**src/rtl/or1200_gpio_pkg.sv**
```systemverilog
// or1200_gpio_pkg: register offsets, bus FSM states and byte-lane helper for the GPIO slave
package or1200_gpio_pkg;
  localparam logic [2:0] GPIO_DIN  = 3'd0;
  localparam logic [2:0] GPIO_DOUT = 3'd1;
  localparam logic [2:0] GPIO_OE   = 3'd2;
  localparam logic [2:0] GPIO_IEN  = 3'd3;
  localparam logic [2:0] GPIO_ISR  = 3'd4;
  localparam logic [2:0] GPIO_EDGE = 3'd5;
  typedef enum logic {IDLE, RESP} state_e;
  function automatic logic [31:0] sel_mask(input logic [3:0] sel);
    return {{8{sel[3]}}, {8{sel[2]}}, {8{sel[1]}}, {8{sel[0]}}};
  endfunction
endpackage

```
**src/rtl/or1200_gpio_sync.sv**
```systemverilog
// or1200_gpio_sync: two-flop pin synchronizer followed by a per-bit edge detector
module or1200_gpio_sync #(
  parameter int W = 32
) (
  input  logic         clk,
  input  logic         rst_n,
  input  logic [W-1:0] d_i,
  input  logic [W-1:0] edge_sel_i,
  output logic [W-1:0] din,
  output logic [W-1:0] edge_hit
);
  logic [W-1:0] sync1_q, sync2_q, prev_q;
  always_ff @(posedge clk or negedge rst_n)
    if (!rst_n) begin
      sync1_q <= '0;
      sync2_q <= '0;
      prev_q  <= '0;
    end else begin
      sync1_q <= d_i;
      sync2_q <= sync1_q;
      prev_q  <= sync2_q;
    end
  assign din = sync2_q;
  // a bit changed and its new level matches the selected edge (1 = rising)
  assign edge_hit = (sync2_q ^ prev_q) & ~(sync2_q ^ edge_sel_i);
endmodule

```
**src/rtl/or1200_gpio_wb.sv**
```systemverilog
// or1200_gpio_wb: Wishbone classic GPIO slave with data/direction registers and edge interrupts
module or1200_gpio_wb
  import or1200_gpio_pkg::*;
#(
  parameter int          GPIO_W  = 32,
  parameter logic [31:0] OUT_RST = 32'h0
) (
  input  logic              clk,
  input  logic              rst_n,
  input  logic              wb_cyc_i,
  input  logic              wb_stb_i,
  input  logic              wb_we_i,
  input  logic [2:0]        wb_adr_i,
  input  logic [3:0]        wb_sel_i,
  input  logic [31:0]       wb_dat_i,
  output logic [31:0]       wb_dat_o,
  output logic              wb_ack_o,
  output logic              wb_err_o,
  input  logic [GPIO_W-1:0] gpio_in,
  output logic [GPIO_W-1:0] gpio_out,
  output logic [GPIO_W-1:0] gpio_oe,
  output logic              irq_o
);
  logic [GPIO_W-1:0] din, edge_hit, wm, wd;
  logic [GPIO_W-1:0] dout_q, dout_d, oe_q, oe_d, ien_q, ien_d, isr_q, isr_d, edge_q, edge_d;
  logic [31:0] m32, rd, dat_q;
  logic req, wr, bad, ack_q, err_q;
  state_e state_q;
  or1200_gpio_sync #(.W(GPIO_W)) u_sync (
    .clk        (clk),
    .rst_n      (rst_n),
    .d_i        (gpio_in),
    .edge_sel_i (edge_q),
    .din        (din),
    .edge_hit   (edge_hit)
  );
  always_comb begin
    m32 = sel_mask(wb_sel_i);
    wm = m32[GPIO_W-1:0];
    wd = wb_dat_i[GPIO_W-1:0] & wm;
    req = wb_cyc_i & wb_stb_i & (state_q == IDLE);
    bad = wb_adr_i > GPIO_EDGE;
    wr = req & wb_we_i;
    dout_d = (wr && wb_adr_i == GPIO_DOUT) ? (dout_q & ~wm) | wd : dout_q;
    oe_d = (wr && wb_adr_i == GPIO_OE) ? (oe_q & ~wm) | wd : oe_q;
    ien_d = (wr && wb_adr_i == GPIO_IEN) ? (ien_q & ~wm) | wd : ien_q;
    edge_d = (wr && wb_adr_i == GPIO_EDGE) ? (edge_q & ~wm) | wd : edge_q;
    isr_d = (isr_q & ~((wr && wb_adr_i == GPIO_ISR) ? wd : '0)) | edge_hit;
    rd = (wb_adr_i == GPIO_DIN)  ? 32'(din)    :
         (wb_adr_i == GPIO_DOUT) ? 32'(dout_q) :
         (wb_adr_i == GPIO_OE)   ? 32'(oe_q)   :
         (wb_adr_i == GPIO_IEN)  ? 32'(ien_q)  :
         (wb_adr_i == GPIO_ISR)  ? 32'(isr_q)  :
         (wb_adr_i == GPIO_EDGE) ? 32'(edge_q) : 32'h0;
  end
  // one response cycle per request; a strobe seen during RESP is not a new request
  always_ff @(posedge clk or negedge rst_n)
    if (!rst_n) begin
      state_q <= IDLE;
      ack_q   <= 1'b0;
      err_q   <= 1'b0;
      dat_q   <= '0;
      dout_q  <= OUT_RST[GPIO_W-1:0];
      oe_q    <= '0;
      ien_q   <= '0;
      isr_q   <= '0;
      edge_q  <= '0;
    end else begin
      state_q <= req ? RESP : IDLE;
      ack_q   <= req & ~bad;
      err_q   <= req & bad;
      dat_q   <= (req & ~wb_we_i) ? rd : '0;
      dout_q  <= dout_d;
      oe_q    <= oe_d;
      ien_q   <= ien_d;
      isr_q   <= isr_d;
      edge_q  <= edge_d;
    end
  assign wb_ack_o = ack_q;
  assign wb_err_o = err_q;
  assign wb_dat_o = dat_q;
  assign gpio_out = dout_q & oe_q;
  assign gpio_oe  = oe_q;
  assign irq_o    = |(isr_q & ien_q);
endmodule

```
**config.mk**
```make
export PLATFORM = sky130hd
export DESIGN_NAME = or1200_gpio_wb
export DESIGN_NICKNAME = d
export VERILOG_FILES = /design/src/rtl/or1200_gpio_pkg.sv /design/src/rtl/or1200_gpio_sync.sv /design/src/rtl/or1200_gpio_wb.sv
export SDC_FILE = /design/constraint.sdc
export NUM_CORES = 1
export LEC_CHECK = 0
export CAP_MARGIN = 20
export CELL_PAD_IN_SITES_DETAIL_PLACEMENT = 1
export CELL_PAD_IN_SITES_GLOBAL_PLACEMENT = 2
export CORE_ASPECT_RATIO = 0.6
export CORE_UTILIZATION = 40
export DETAILED_ROUTE_END_ITERATION = 8
export PLACE_DENSITY_LB_ADDON = 0.1
export SETUP_SLACK_MARGIN = 0.5
export SYNTH_ARGS = -nofsm -noshare
export SYNTH_HDL_FRONTEND = slang
export SYNTH_HIERARCHICAL = 1
export SYNTH_SLANG_ARGS = --single-unit
```
**constraint.sdc**
```tcl
create_clock -name clk -period 3.36 [get_ports clk]
set_input_delay 0.84 -clock clk [delete_from_list [all_inputs] [get_ports clk]]
set_output_delay 0.84 -clock clk [all_outputs]
set_load 0.02 [all_outputs]
```
==> metrics.md, run 1 <==
| Metric | Value |
|---|---|
| Number of pins with negative max-slew slack in the final report | 0 |
| Portion of total power attributed to combinational logic | 0.124 |
| Net Switching | 2.173 mW |
| Worst-path cell chain | a22oi_2 > nand4_1 > or4_4 > buf_6 |
| Sequential fraction of the synthesis area | 0.6053 |
| Gate count after technology mapping | between 900 and 1,000 |
| Async set-reset flop share out of synthesis | 1.000 |
| Total clock buffers created by CTS | 29 |
| Core ar. | 29,130 sq um |
| Final non-filler cell total | 1,547 |
| Number of search-and-repair iterations in the first detailed-routing pass | 9 |
| Die height | 136.3 um |
| Final worst slack | 0.4810 ns |
| Relative slew slack | 0.5548 |
| Clk_lat worst skew | roughly 0.56 ns |
| Row Count | 48 |
| Global-route wire length before repair | ~57,000 um |
| Worst r2r src | state_q |
| Largest stage delay, worst path | between 0.5 and 0.6 ns |
| Number of nets in the layout | 1,201 |
| Clk pwr share | 0.398 |
| Sum of routed wire length over all layers | approximately 37,000 um |
| Syn-to-layout area delta | 29.27% |
| Detailed-route wire length per cell | 24.00 um |
| Final setup violating endpoints | 0 |
| FILL cells | 2,935 |
| Final Hold Violating Endpoints | 0 |
| Nature of the critical path startpoint | flop |
| Gate family responsible for the most delay along the worst path | simple AND/OR/NAND/NOR gates |
| Tightest Pin Transition | approximately 0.66 ns |
| Setup crit end kind | output port |
| Final critical-path required period | ~2.9 ns |
| Count of hold-fix buffers inserted at cts | 0 |
| Worst setup slack for register-to-register paths | 1.01 ns |
| RD Place Congestion | ~0.9 |
| Number of antenna violations at the first check in global routing | 0 |
| Final worst path period share | 0.8568 |
| Number of global-route vias before repair | 8,792 |
| Static leakage power | about 6.6 nW |
| Worst-path fanout max | 2 |
| Synthesized flop and latch total | approximately 290 |
| Total power | 8.473 mW |
| Pin count of the biggest net entering global routing | 61 |
| Count of flip-flops with a built-in enable after synthesis | 0 |
| Worst R2R Path Depth | 4 |
| Synthesized area divided by synthesized cell count | around 13 sq um |
| VDD IR-drop max | 341.1 uV |
| Critical path class | reg2out |
| Slowest stage cell, crit path | sky130_fd_sc_hd__or4_4 |
| H-tree levels | 1 |
| Worst Setup Slack post-DPL | 0.06262 ns |
| Status | finished clean |
| Net switching share of the total power | 0.2564 |
| Initial Util | 0.4130 |
| Drt first-iter violations | 728 |
| Unrepaired setup endpoints after global routing | yes |
| Data arrival, critical path | 2.04 ns |
| Top_reg_cell synth | sky130_fd_sc_hd__dfrtp_1 |
| Die extent in x | 225.9 um |
| Sum of negative setup slack | 0 ns |
| Global routing usage summed across all routing layers | 0.2480 |
| Worst path buffer plus inverter count | 1 |
| Count of max-cap constraint violations | 0 |
| Area fraction of the dominant cell type after synthesis | 0.6053 |
| Number of warning messages in the yosys log | 6 |
| HPWL after detailed placement | 25,390 um |
| Area of the mapped netlist | 12,030 sq um |
| I/O pin cnt | 175 |
| Cell-internal power | 6.300 mW |
| Die Outline Area | between 30,000 and 40,000 sq um |
| Max Fclk | between 300 and 400 MHz |
| Share of layout cells above drive strength 1 | 0.2720 |
| Antenna-violating nets left | 0 |
| Cell variety after synth | 37 |
| CTS clock-pin slew for the worst setup and hold paths | 0.06 ns |
| Crit path required time | 2.52 ns |
| Diode count | 0 |
| Worst hold slack across all endpoints | 0.2183 ns |
| Total power per unit cell area | 544.8 nW/um^2 |
| DRC violations left | 0 |
| Synth area leader | sky130_fd_sc_hd__dfrtp_1 |
| Global-route congestion overflow total | 0 |
| Maximum clock skew at final layout | 0.01043 ns |
| Total placed cells including tap cells | 1,481 |
| Sinks on Clock Net | 291 |
| Vias per cell | 5.541 |
| Fraction of power consumed by sequential logic | 0.478 |
| Number of nets in the synthesized netlist | approximately 990 |
| Top area cells in the synthesized netlist | sky130_fd_sc_hd__dfrtp_1, sky130_fd_sc_hd__mux2_2, sky130_fd_sc_hd__o22ai_2 |
| HP Class | in2async |
| Maximum number of buffers from clock root to sink | 3 |
| Clock root buffer master | sky130_fd_sc_hd__clkbuf_16 |
| Number of buffers added on ports | roughly 170 |
| Clock tree from TritonCTS | done |
| Via count of the routed design | 8,572 |
## cell usage in the layout, fill, tap and decap left out, drive strengths merged, types with 14 or more instances in the layout
master,instances
dfrtp,291
nor2,48
buf,46
o2bb2ai,21
nor2b,22
a21o,32
a222oi,22
a221oi,14
clkdlybuf4s50,170
clkbuf,41
mux2,157
nand2b,32
and2,33
nand2,84
o21ai,35
a22oi,16
o22ai,32
## synthesized netlist by cell type (3+ instances only)
| cell | n |
|---|---|
| sky130_fd_sc_hd__mux2_1 | 8 |
| sky130_fd_sc_hd__nand3_1 | 5 |
| sky130_fd_sc_hd__a22oi_1 | 16 |
| sky130_fd_sc_hd__a221oi_1 | 14 |
| sky130_fd_sc_hd__a21oi_1 | 5 |
| sky130_fd_sc_hd__or3_1 | 4 |
| sky130_fd_sc_hd__nand2_4 | 4 |
| sky130_fd_sc_hd__nor2_1 | 40 |
| sky130_fd_sc_hd__a222oi_1 | 22 |
| sky130_fd_sc_hd__nand2b_1 | 32 |
| sky130_fd_sc_hd__mux2i_1 | 3 |
| sky130_fd_sc_hd__mux2_2 | 149 |
| sky130_fd_sc_hd__o22ai_2 | 32 |
| sky130_fd_sc_hd__o21ai_0 | 35 |
| sky130_fd_sc_hd__nor2_2 | 8 |
| sky130_fd_sc_hd__nand2_1 | 80 |
| sky130_fd_sc_hd__a21o_1 | 32 |
| sky130_fd_sc_hd__buf_2 | 12 |
| sky130_fd_sc_hd__and3_1 | 5 |
| sky130_fd_sc_hd__nor2b_1 | 22 |
| sky130_fd_sc_hd__clkbuf_1 | 22 |
| sky130_fd_sc_hd__nand4_1 | 4 |
| sky130_fd_sc_hd__and2_1 | 33 |
| sky130_fd_sc_hd__o2bb2ai_1 | 21 |
| sky130_fd_sc_hd__o2111ai_1 | 3 |
| sky130_fd_sc_hd__dfrtp_1 | 291 |
## per-layer routing
metal | vias up | GRT usage | share of wire
li1 | 3756 | - | -
met1 | 4477 | 0.3852 | 0.49
met2 | 296 | 0.3643 | 0.43
met3 | 43 | 0.04020 | 0.064
met4 | 0 | 0.04573 | 0.014
met5 | - | 0 | 0
## how the worst max path moves through the flow
stage | start | endpoint | slack [ns] | depth (start not counted)
2_1_floorplan | wb_adr_i[0] | wb_dat_o[10] | 1.18 | 5
3_3_place_gp | wb_we_i | flop | 0.08 | 5
3_5_place_dp | wb_we_i | flop | 0.06 | 5
4_1_cts | flop | irq_o | 0.47 | 4
5_1_grt | isr_q[17] | irq_o | 0.40 | 4
6_report | flop | irq_o | 0.48 | 4
## timing repair
action	4_1_cts	5_1_grt
setup endpoints to repair	1	1
resized for setup	24	5
buffers inserted	12	1
pin swaps	3	5
## logic make-up after synthesis
logic type / synth area share
compound gates: 0.1258
simple gates: 0.1057
buf+inv: 0.01373
mux: 0.1495
flops: 0.6053
## power by group through the flow
stage | clock network [mW] | logic, mW | registers, mW
after floorplan | 0 | 0.497 | 4.05
after global placement | 0 | 1.01 | 4.10
after detailed placement | 0 | 1.03 | 4.10
after CTS | 3.44 | 1.05 | 4.04
after global routing | 3.58 | 1.14 | 4.08
final | 3.37 | 1.05 | 4.05
## worst register-to-register path, stage by stage (launching register included)
cell	delay, ns
sky130_fd_sc_hd__dfrtp_1	0.38
sky130_fd_sc_hd__nand4b_1	0.31
sky130_fd_sc_hd__nor3_1	0.59
sky130_fd_sc_hd__nand3_1	0.53
sky130_fd_sc_hd__mux2_2	0.44
## cell type report
type	count	area, sq um	share of cell area
sequential	291	7298	0.4693
inverter	2	7.507	0.0004827
multi-input combinational	585	4642	0.2985
clock inverter	12	163.9	0.01054
timing repair buffer	216	2128	0.1369
clock buffer	41	810.8	0.05214
tap	400	500.5	0.03218
## through the flow
step / utilization / instance area, sq um
6_report: 0.5339 / 15550
2_1_floorplan: - / 12030
5_1_grt: 0.5339 / 15550
3_3_place_gp: 0.4948 / 14410
3_5_place_dp: 0.4948 / 14410
4_1_cts: 0.5332 / 15530
No activity file was read; power rests on OpenSTA's default activity.
==> run 2, diff against run 1 <==
--- a/config.mk
+++ b/config.mk
@@ -15,2 +15,3 @@
 export SETUP_SLACK_MARGIN = 0.5
+export SKIP_CTS_REPAIR_TIMING = 1
 export SYNTH_ARGS = -nofsm -noshare
==> constraint.sdc (replaced) <==
create_clock -name clk -period 3.36 [get_ports clk]
set_input_delay 0.504 -clock clk [delete_from_list [all_inputs] [get_ports clk]]
set_output_delay 0.504 -clock clk [all_outputs]
set_load 0.02 [all_outputs]
==> metrics.md, run 2 (same netlist as run 1, synthesis figures left out) <==
| Metric | Value |
|---|---|
| RD Place Congestion | 0.7949 (-10%) |
| Total power per unit cell area | 566.4 nW/um^2 (+4.0%) |
| Number of pins with negative max-slew slack in the final report | 0 (unchanged) |
| Crit path required time | 2.86 ns (+0.34 ns) |
| Via count of the routed design | 8,353 (-2.6%) |
| Final setup violating endpoints | 0 (unchanged) |
| Largest stage delay, worst path | 0.57 ns (+0.04 ns) |
| HP Class | reg2reg |
| HPWL after detailed placement | 24,740 um (-2.5%) |
| Die extent in x | 225.9 um (unchanged) |
| H-tree levels | 1 (unchanged) |
| Vias per cell | 5.485 (-1.0%) |
| Static leakage power | 6.527 nW (-1.4%) |
| Maximum number of buffers from clock root to sink | 3 (unchanged) |
| VDD IR-drop max | 313.7 uV (-8.0%) |
| Number of antenna violations at the first check in global routing | 1 (+1) |
| Data arrival, critical path | 2.21 ns (+0.17 ns) |
| Global-route congestion overflow total | 0 (unchanged) |
| Number of search-and-repair iterations in the first detailed-routing pass | 8 (-1) |
| Share of layout cells above drive strength 1 | 0.2371 (-0.03494) |
| Number of nets in the layout | 1,176 (-2.1%) |
| Worst setup slack for register-to-register paths | 0.88 ns (-0.13 ns) |
| Global routing usage summed across all routing layers | 0.2429 (-0.005119) |
| Sum of negative setup slack | 0 ns (unchanged) |
| Total clock buffers created by CTS | 29 (unchanged) |
| Detailed-route wire length per cell | 23.82 um (-0.76%) |
| Worst R2R Path Depth | 4 (unchanged) |
| Clock root buffer master | sky130_fd_sc_hd__clkbuf_16 |
| I/O pin cnt | 175 (unchanged) |
| Status | finished clean |
| Max Fclk | 368.4 MHz (+6.1%) |
| Row Count | 48 (unchanged) |
| Die Outline Area | 30,800 sq um (unchanged) |
| Setup crit end kind | output port |
| Count of max-cap constraint violations | 0 (unchanged) |
| Worst hold stages | 0 |
| Maximum clock skew at final layout | 0.02314 ns (+0.01272 ns) |
| Slowest stage cell, crit path | sky130_fd_sc_hd__or4_1 |
| Sinks on Clock Net | 291 (unchanged) |
| Pin count of the biggest net entering global routing | 85 (+39%) |
| CTS clock-pin slew for the worst setup and hold paths | 0.06 ns (about the same) |
| Number of buffers added on ports | 174 (unchanged) |
| Total power | 8.706 mW (+2.8%) |
| Drt first-iter violations | 611 (-16%) |
| Clk_lat worst skew | 0.57 ns (about the same) |
| Initial Util | 0.4130 (unchanged) |
| Clock tree from TritonCTS | done |
| Antenna-violating nets left | 0 (unchanged) |
| Worst-path fanout max | 3 (+1) |
| Leading cell type in the layout, fill and taps excluded | sky130_fd_sc_hd__dfrtp_1 |
| Relative slew slack | 0.4152 (-0.1396) |
| Critical path class | reg2out |
| Unrepaired setup endpoints after global routing | no |
| Number of global-route vias before repair | 8,804 (+0.14%) |
| Final critical-path required period | 2.715 ns (-0.1643 ns) |
| Commonest non-fill, non-tap cells in the layout | sky130_fd_sc_hd__dfrtp_1, sky130_fd_sc_hd__clkdlybuf4s50_1, sky130_fd_sc_hd__mux2_2 |
| Worst-path cell chain | a22oi_1 > nand4_1 > or4_1 > dlymetal6s2s_1 |
| Die height | 136.3 um (unchanged) |
| Sum of routed wire length over all layers | 36,270 um (-2.3%) |
| Final worst path period share | 0.8079 (-0.04890) |
| Final Hold Violating Endpoints | 0 (unchanged) |
| Tightest Pin Transition | 0.8772 ns (+0.2145 ns) |
| Critical Path End | irq_o |
| Syn-to-layout area delta | 27.78% |
| Worst r2r src | state_q |
| Global-route wire length before repair | 55,540 um (-1.8%) |
| DRC violations left | 0 (unchanged) |
| Core ar. | 29,130 sq um (unchanged) |
| Nature of the critical path startpoint | flop |
-- run 2: cell type report --
| class | instances | area, sq um |
|---|---|---|
| fill | 2948 | 13760 |
| sequential | 291 | 7282 |
| multi-input combinational | 585 | 4594 |
| timing repair buffer | 191 | 1907 |
| clock buffer | 39 | 813.3 |
| tap | 400 | 500.5 |
| clock inverter | 14 | 265.3 |
| inverter | 2 | 7.507 |
| antenna | 1 | 2.502 |
-- run 2: per-layer routing --
| metal | global-route usage | vias up | wire (um) |
|---|---|---|---|
| li1 | - | 3713 | - |
| met1 | 0.3610 | 4368 | 17580 |
| met2 | 0.3549 | 221 | 15550 |
| met3 | 0.05922 | 51 | 2454 |
| met4 | 0.05669 | 0 | 693 |
| met5 | 0 | - | 0 |
-- run 2: worst min path at each step --
| stage | startpoint | slack, ns | to |
|---|---|---|---|
| floorplan | rst_n | 0.21 | async pin |
| global placement | u_sync/sync1_q[18] | 0.33 | u_sync/din[18] |
| detailed placement | u_sync/sync1_q[27] | 0.34 | u_sync/din[27] |
| CTS | rst_n | -0.08 | u_sync/sync1_q[9] |
| global route | gpio_in[14] | 0.35 | u_sync/sync1_q[14] |
| finish | u_sync/sync1_q[20] | 0.34 | u_sync/din[20] |
-- run 2: critical path: cells and delay by family (launching register included) --
family                 cells  cell delay, ns
and+or+nand+nor            2            0.69
DFF                        1            0.45
AOI/OAI and AO/OA          1            0.27
buffers and inverters      1            0.24
-- run 2: through the flow --
| stage | std cells | cell area, sq um | hold slack (ns) | worst slack, ns | utilization |
|---|---|---|---|---|---|
| 2_1_floorplan | 915 | 12030 | 0.2084 | 1.511 | - |
| 3_3_place_gp | 1468 | 14280 | 0.3338 | 0.3550 | 0.4902 |
| 3_5_place_dp | 1468 | 14280 | 0.3356 | 0.2145 | 0.4902 |
| 4_1_cts | 1521 | 15360 | -0.07566 | 0.2579 | 0.5272 |
| 5_1_grt | 1522 | 15370 | 0.3468 | 0.5540 | 0.5277 |
| 6_report | 1523 | 15370 | 0.3435 | 0.6453 | 0.5277 |
-- run 2: report_power, final --
part / internal, mW / switching [mW]
sequential: 3.76 / 0.278
clock: 2.24 / 1.41
combinational: 0.525 / 0.487
total: 6.53 / 2.18
